<file path="src/rtl/vector_bit_iterator.sv">
// Enumerates the set bits of an accepted vector, LSB first, one beat per handshake.
// Each beat carries the isolated bit (one-hot), its binary index and its ordinal.
module vector_bit_iterator #(
    parameter int unsigned VECTOR_WIDTH = 16,
    parameter int unsigned IDX_WIDTH    = $clog2(VECTOR_WIDTH)
) (
    input  logic                    i_clk,
    input  logic                    i_rst_n,
    input  logic                    i_in_valid,
    output logic                    o_in_ready,
    input  logic [VECTOR_WIDTH-1:0] i_in_vec,
    output logic                    o_out_valid,
    input  logic                    i_out_ready,
    output logic [VECTOR_WIDTH-1:0] o_out_onehot,
    output logic [IDX_WIDTH-1:0]    o_out_idx,
    output logic [IDX_WIDTH-1:0]    o_out_seq,
    output logic                    o_out_last,
    output logic                    o_empty_pulse
);

    typedef enum logic [0:0] {StIdle, StIter} state_e;

    state_e                  r_state;
    logic [VECTOR_WIDTH-1:0] r_residue;
    logic [IDX_WIDTH-1:0]    r_seq;
    logic                    r_empty_pulse;

    logic [VECTOR_WIDTH-1:0] w_onehot;
    logic [IDX_WIDTH-1:0]    w_idx;
    logic                    w_last;

    // Isolate the lowest set bit of the residue; carry out of the negation is dropped.
    assign w_onehot = r_residue & (~r_residue + VECTOR_WIDTH'(1));
    // Last beat when nothing remains above the isolated bit.
    assign w_last   = (r_residue & ~w_onehot) == '0;

    // One-hot to binary encoder; OR-reduction keeps it free of priority logic.
    always_comb begin
        w_idx = '0;
        for (int unsigned i = 0; i < VECTOR_WIDTH; i++) begin
            if (w_onehot[i]) begin
                w_idx = w_idx | IDX_WIDTH'(i);
            end
        end
    end

    // Control FSM: accept a vector in idle, strip one bit per handshake in iter.
    always_ff @(posedge i_clk or negedge i_rst_n) begin
        if (!i_rst_n) begin
            r_state       <= StIdle;
            r_residue     <= '0;
            r_seq         <= '0;
            r_empty_pulse <= 1'b0;
        end else begin
            r_empty_pulse <= 1'b0;
            unique case (r_state)
                StIdle: begin
                    if (i_in_valid) begin
                        if (i_in_vec != '0) begin
                            r_residue <= i_in_vec;
                            r_seq     <= '0;
                            r_state   <= StIter;
                        end else begin
                            // Nothing to enumerate: signal it and stay idle.
                            r_empty_pulse <= 1'b1;
                        end
                    end
                end
                StIter: begin
                    if (i_out_ready) begin
                        if (w_last) begin
                            r_state   <= StIdle;
                            r_residue <= '0;
                            r_seq     <= '0;
                        end else begin
                            r_residue <= r_residue & ~w_onehot;
                            r_seq     <= r_seq + IDX_WIDTH'(1);
                        end
                    end
                end
                default: r_state <= StIdle;
            endcase
        end
    end

    // All outputs decode from registers only, so they hold while the sink stalls.
    assign o_in_ready    = (r_state == StIdle);
    assign o_out_valid   = (r_state == StIter);
    assign o_out_onehot  = w_onehot;
    assign o_out_idx     = w_idx;
    assign o_out_seq     = r_seq;
    assign o_out_last    = (r_state == StIter) && w_last;
    assign o_empty_pulse = r_empty_pulse;

endmodule

</file>
<file path="config.mk">
export PLATFORM = sky130hd
export DESIGN_NAME = vector_bit_iterator
export DESIGN_NICKNAME = d
export VERILOG_FILES = /design/src/rtl/vector_bit_iterator.sv
export SDC_FILE = /design/constraint.sdc
export NUM_CORES = 1
export LEC_CHECK = 0
export BUFFER_PORTS_ARGS = -buffer_cell sky130_fd_sc_hd__buf_2
export CORE_ASPECT_RATIO = 0.75
export CORE_MARGIN = 2
export CORE_UTILIZATION = 50
export DETAILED_ROUTE_END_ITERATION = 8
export PLACE_DENSITY = 0.8
export SLEW_MARGIN = 20
export SYNTH_ARGS = -nofsm -noshare
export SYNTH_HDL_FRONTEND = slang
export SYNTH_SLANG_ARGS = --single-unit
export TNS_END_PERCENT = 5
</file>
<file path="constraint.sdc">
create_clock -name i_clk -period 2.3 [get_ports i_clk]
set_input_delay 0 -clock i_clk [delete_from_list [all_inputs] [get_ports i_clk]]
set_output_delay 0 -clock i_clk [all_outputs]
set_load 0.02 [all_outputs]
</file>
# Yosys cells after proc, flatten, opt, wreduce, memory -nomap -nowiden
# Index checks and enable logic that the tools add are counted.
# op_classes
addsub	2
eq_ne	3
bitwise	5
mux	33
reduce_logical	4
# op_table
op	n
16-bit 2-to-1 mux	4
4-bit 2-to-1 mux	12
16-bit AND	2
16-bit inverter	2
16-bit one-hot mux with 2 select lines	1
16-bit by 1-bit adder with 16-bit output, second input constant	1
16-bit logical NOT	1
16-bit nonzero test	1
3-bit 2-to-1 mux	4
1-bit 2-to-1 mux	8
4-bit one-hot mux with 2 select lines	1
4-bit by 1-bit adder with 4-bit output, second input constant	1
2-bit 2-to-1 mux	2
2-bit inequality test, second input constant	2
3-bit AND reduction	1
2-bit by 1-bit inequality test with 1-bit output, second input constant	1
1-bit one-hot mux with 2 select lines	1
1-bit logical AND	1
1-bit inverter	1
# word_totals
output_inout_bits	28
ff_bits	22
wordCells	51

# Longest topological paths before layout
# depth
word_depth	18
depth_mapped	7
depth_no_buf	6

# Worst setup path before layout
# Ideal clock, no wire load.
# synth_path
kind	reg-to-output
start	reg r_residue[0]
end	out o_out_idx[1]
slack_ns	0.330
path_stages_with_launch	7
arrival_time_ns	1.970
cell_sequence	dfrtp_1 > buf_4 > nor4_4 > nand3_2 > nor3b_1 > nor2_1 > nand3_1
# synth_lines
element	line_no	rtl
from (decl)	24	logic [VECTOR_WIDTH-1:0] r_residue;
from (signal assigned)	60	r_residue <= i_in_vec;
from (signal assigned)	76	r_residue <= r_residue & ~w_onehot;
16-bit inverter	33	assign w_onehot = r_residue & (~r_residue + VECTOR_WIDTH'(1));
16-bit by 1-bit adder with 16-bit output	33	
16-bit AND	33	
via o_out_onehot[10]	14	output logic [VECTOR_WIDTH-1:0] o_out_onehot,
4-bit 2-to-1 mux (6 in a row)	41	if (w_onehot[i]) begin
to (decl)	15	output logic [IDX_WIDTH-1:0] o_out_idx,
# The timed path passes the listed nets, and every way through them passes these cells.

# Worst setup path after layout
# layout_path
start	reg r_residue[1]
end	out o_out_idx[0]
# layout_between
elab_chain_cells	18
# layout_lines
element	line_no
16-bit inverter	33
16-bit by 1-bit adder with 16-bit output	33
16-bit AND (*)	33
1-bit 2-to-1 mux	41
2-bit 2-to-1 mux (2 in a row)	41
3-bit 2-to-1 mux (4 in a row)	41
4-bit 2-to-1 mux (7 in a row)	41
4-bit 2-to-1 mux (*)	41
# Every way passes the cells marked *; elsewhere a longest branch is shown, timed or not.

==> impl_metrics.toml <==
[sta]
maxClockFrequency_mhz = 457
period_minus_slack_ns = 2.19
setup_repair_after_global_routing_missed_its_margin = "yes"
timing.slew.headroom = 0.672
clock-skew-final_ns = 0.00160
finalHoldViolations = 0
setup_tns_ns = 0
timing_worst_slew_pin_value_ns = 0.488
timing.final.max_slew_violations = 0
final.period_utilization = 0.952
whs_ns = 0.0122
setup_viol = 0
postLayoutSetupSlackWorst_ns = 0.111

[power_and_ir_drop]
power.share.combinational = 0.629
power_density_normalized_to_cell_area_mw_per_mm2 = 1540
total_power_uw = 3090
internal_power_uw = 1450
seqPwrFrac = 0.279
power.share.clock = 0.093
switching_share = 0.531
static-leakage-power_uw = 0.000977
switching_power_uw = 1640
ir_drop_uv = 735

[flow_run]
max-cap-violations = 0

[clock_tree]
cts_made_buffers = 3
clkSlewWorstSetupHoldPaths_ns = 0.08
worst_skew_pair.late_latency_ns = 0.27
cts_root_buf = "clkbuf_8"
cts.sink_count = 22
cts_tree = "built"
cts_max_path_buffers = 2
h-tree-depth = 1

[yosys]
synth_area_leaders = "dfrtp_1 37%, nand2_1 7.1%, o21ai_0 6.4%, a22o_1 5.9%, nor2_1 5.1%"
synth_top_cells_by_count = "28 x nand2_1, 22 x dfrtp_1, 20 x nor2_1"
synthesis.nets = 204
synth-warning-count = 0
async_reset_ff_frac = 1.00
synth_edf_count = 0
yosysTopAreaCellShare = 0.372
synth.ff_latch_count = 22
synthesis.area_per_instance_um2 = 8.09
synth_top_area_cell = "dfrtp_1"
post_synth_top_flop = "dfrtp_1"
synth_seq_area_share = 0.372
syn_inst = 183
yosysMostFrequentCell = "nand2_1"
synth_cell_type_count = 40
post_synth_instance_area_mm2 = 0.00148

[setup_path]
worst_setup_path_end_kind = "primary output"
startpoint_type = "register"
critical_register_to_register_path_startpoint = "r_residue[1]$_DFFE_PN0P_"
reg2reg_slack_ns = 0.28
worst_ep_arrival_time_ns = 2.19
max_stage_delay_ns = 0.48
reg2regPathDepth = 7
worstReg2RegEnd = "o_out_seq[2]$_DFFE_PN0P_"
worst_path_max_delay_cell = "dfrtp_2"
criticalPathCategory = "register to primary output"
required_ns = 2.30
path_cells = "nor4_4 -> buf_6 -> nand4b_1 -> nor2_1 -> and2_1 -> nor3_1 -> nand3_1 -> buf_2"
crit_path_max_fanout = 9

[drt]
via_per_inst = 5.86
drt_wl_total_mm = 4.44
topRoutingLayerUsed = "met4"
drt_pre_antenna_iters = 5
detail-route-antenna-nets = 0
dr_total_vias = 1658
first_iter_violations = 156
detail_route.drc_violations = 0
detailroute.wirelength.met3_um = 321
detailed_routing_wirelength_on_met1_mm = 2.06
dr_wl_met2_mm = 2.00
avgRoutedWirePerCell_um = 15.7

[placement]
dp_worst_setup_slack_ns = 0.169
routabilityCongestion = 0.957
port_buffers = 47
numPlacedInstances = 261
detailed_place_hpwl_mm = 3.05

[die]
chipWidth_um = 66.8
fp.dieArea_mm2 = 0.00342
die_height_um = 51.1
start_util = 0.515
std_cell_rows = 17
ioPinCount = 48
core_region_area_mm2 = 0.00287

[global_route]
grt_antenna_before_repair = 0
gr-total-overflow = 0
vias_in_the_first_global_route = 1540
first_pass_grt_wire_length_mm = 7.25
grt.total_usage = 0.280
grt_max_degree = 23

[cells_and_area]
fillCellCount = 245
final_layout_size_suffix_gt1_frac = 0.302
antenna-diode-count = 0
non_filler_cells_final = 283
layout_net_count = 267
synthToLayoutAreaGrowth_pct = 35.8

[hold_path]
class_of_the_most_critical_hold_timing_path = "primary input to register"
whs_path_depth = 2
hold_end = "r_residue[7]$_DFFE_PN0P_"
hp-start = "i_in_vec[7]"

[status]
result_of_the_run = "complete, no violations"
-- cell type report --
| cell class | instances | area (um2) | area share |
|---|---|---|---|
| Multi-Input combinational cell | 146 | 896 | 0.446 |
| Sequential cell | 22 | 552 | 0.274 |
| Timing Repair Buffer | 68 | 442 | 0.220 |
| Clock buffer | 4 | 55.1 | 0.0274 |
| Tap cell | 38 | 47.5 | 0.0236 |
| Inverter | 5 | 18.8 | 0.00933 |
-- power groups by stage --
stage               combinational (uW)  clock, uW  sequential [uW]
floorplan                         1370          0              737
global placement                  1760          0              815
detailed placement                1790          0              820
CTS                               1850        290              813
global route                      2130        307              887
finish                            1940        286              860
-- critical path: cells and delay by family, from the launching register on --
kind          cells  cell delay, ns
buf+inv           2            0.33
flops             1            0.48
simple gates      6            1.12
-- state kept, by name, summed over array words and instances (netlist names) --
name,count
r_residue,16
o_out_seq,4
o_empty_pulse,1
o_out_valid,1
-- stage by stage --
stage | util | instance area (um2)
floorplan | - | 1480
global placement | 0.602 | 1730
detailed placement | 0.602 | 1730
CTS | 0.683 | 1960
global route | 0.700 | 2010
finish | 0.700 | 2010
-- per-layer routing --
metal	vias up	global-route usage
li1	788	-
met1	789	0.414
met2	74	0.420
met3	7	0.0683
met4	0	0.0510
met5	-	0
-- repair_timing --
| action | in CTS | in global routing |
|---|---|---|
| hold buffers | 17 | 0 |
| setup endpoints to repair | 4 | 13 |
| setup buffers | 1 | 0 |
| gates resized for setup | 0 | 10 |
| hold endpoints to repair | 38 | 0 |
| pin swaps | 1 | 2 |
-- logic make-up (layout without fill, tap and decap cells) --
| family | Yosys count | after routing | share of synthesized area |
|---|---|---|---|
| and+or+nand+nor | 98 | 98 | 0.353 |
| buffers and inverters | 15 | 77 | 0.0507 |
| AOI/OAI and AO/OA | 46 | 46 | 0.210 |
| xor gates and xnor gates | 1 | 1 | 0.00592 |
| adders and majority gates | 1 | 1 | 0.00845 |
| DFF | 22 | 22 | 0.372 |
-- how the worst max path moves through the flow --
stage | start | endpoint | slack, ns | cells after the start
after floorplan | r_residue[0]$_DFFE_PN0P_ | o_out_idx[1] | 0.33 | 6
after global placement | r_residue[2]$_DFFE_PN0P_ | o_out_seq[2]$_DFFE_PN0P_ | 0.31 | 6
after detailed placement | r_residue[2]$_DFFE_PN0P_ | o_out_seq[2]$_DFFE_PN0P_ | 0.17 | 6
after CTS | r_residue[1]$_DFFE_PN0P_ | o_out_last | 0.01 | 7
after global routing | r_residue[1]$_DFFE_PN0P_ | o_out_idx[0] | -0.03 | 8
final | r_residue[1]$_DFFE_PN0P_ | o_out_idx[0] | 0.11 | 8
-- cells in the final DEF (no fill, tap or decap), types with 6 or more instances in the layout --
cell type,synthesis,routed
buf_2,0,46
nand2_1,28,28
dfrtp_1,22,21
nor2_1,20,19
o21ai_0,19,19
dlygate4sd3_1,0,17
a22o_1,10,10
nor3_1,8,6
nor4_1,7,6
No activity file was read; power rests on OpenSTA's default activity.
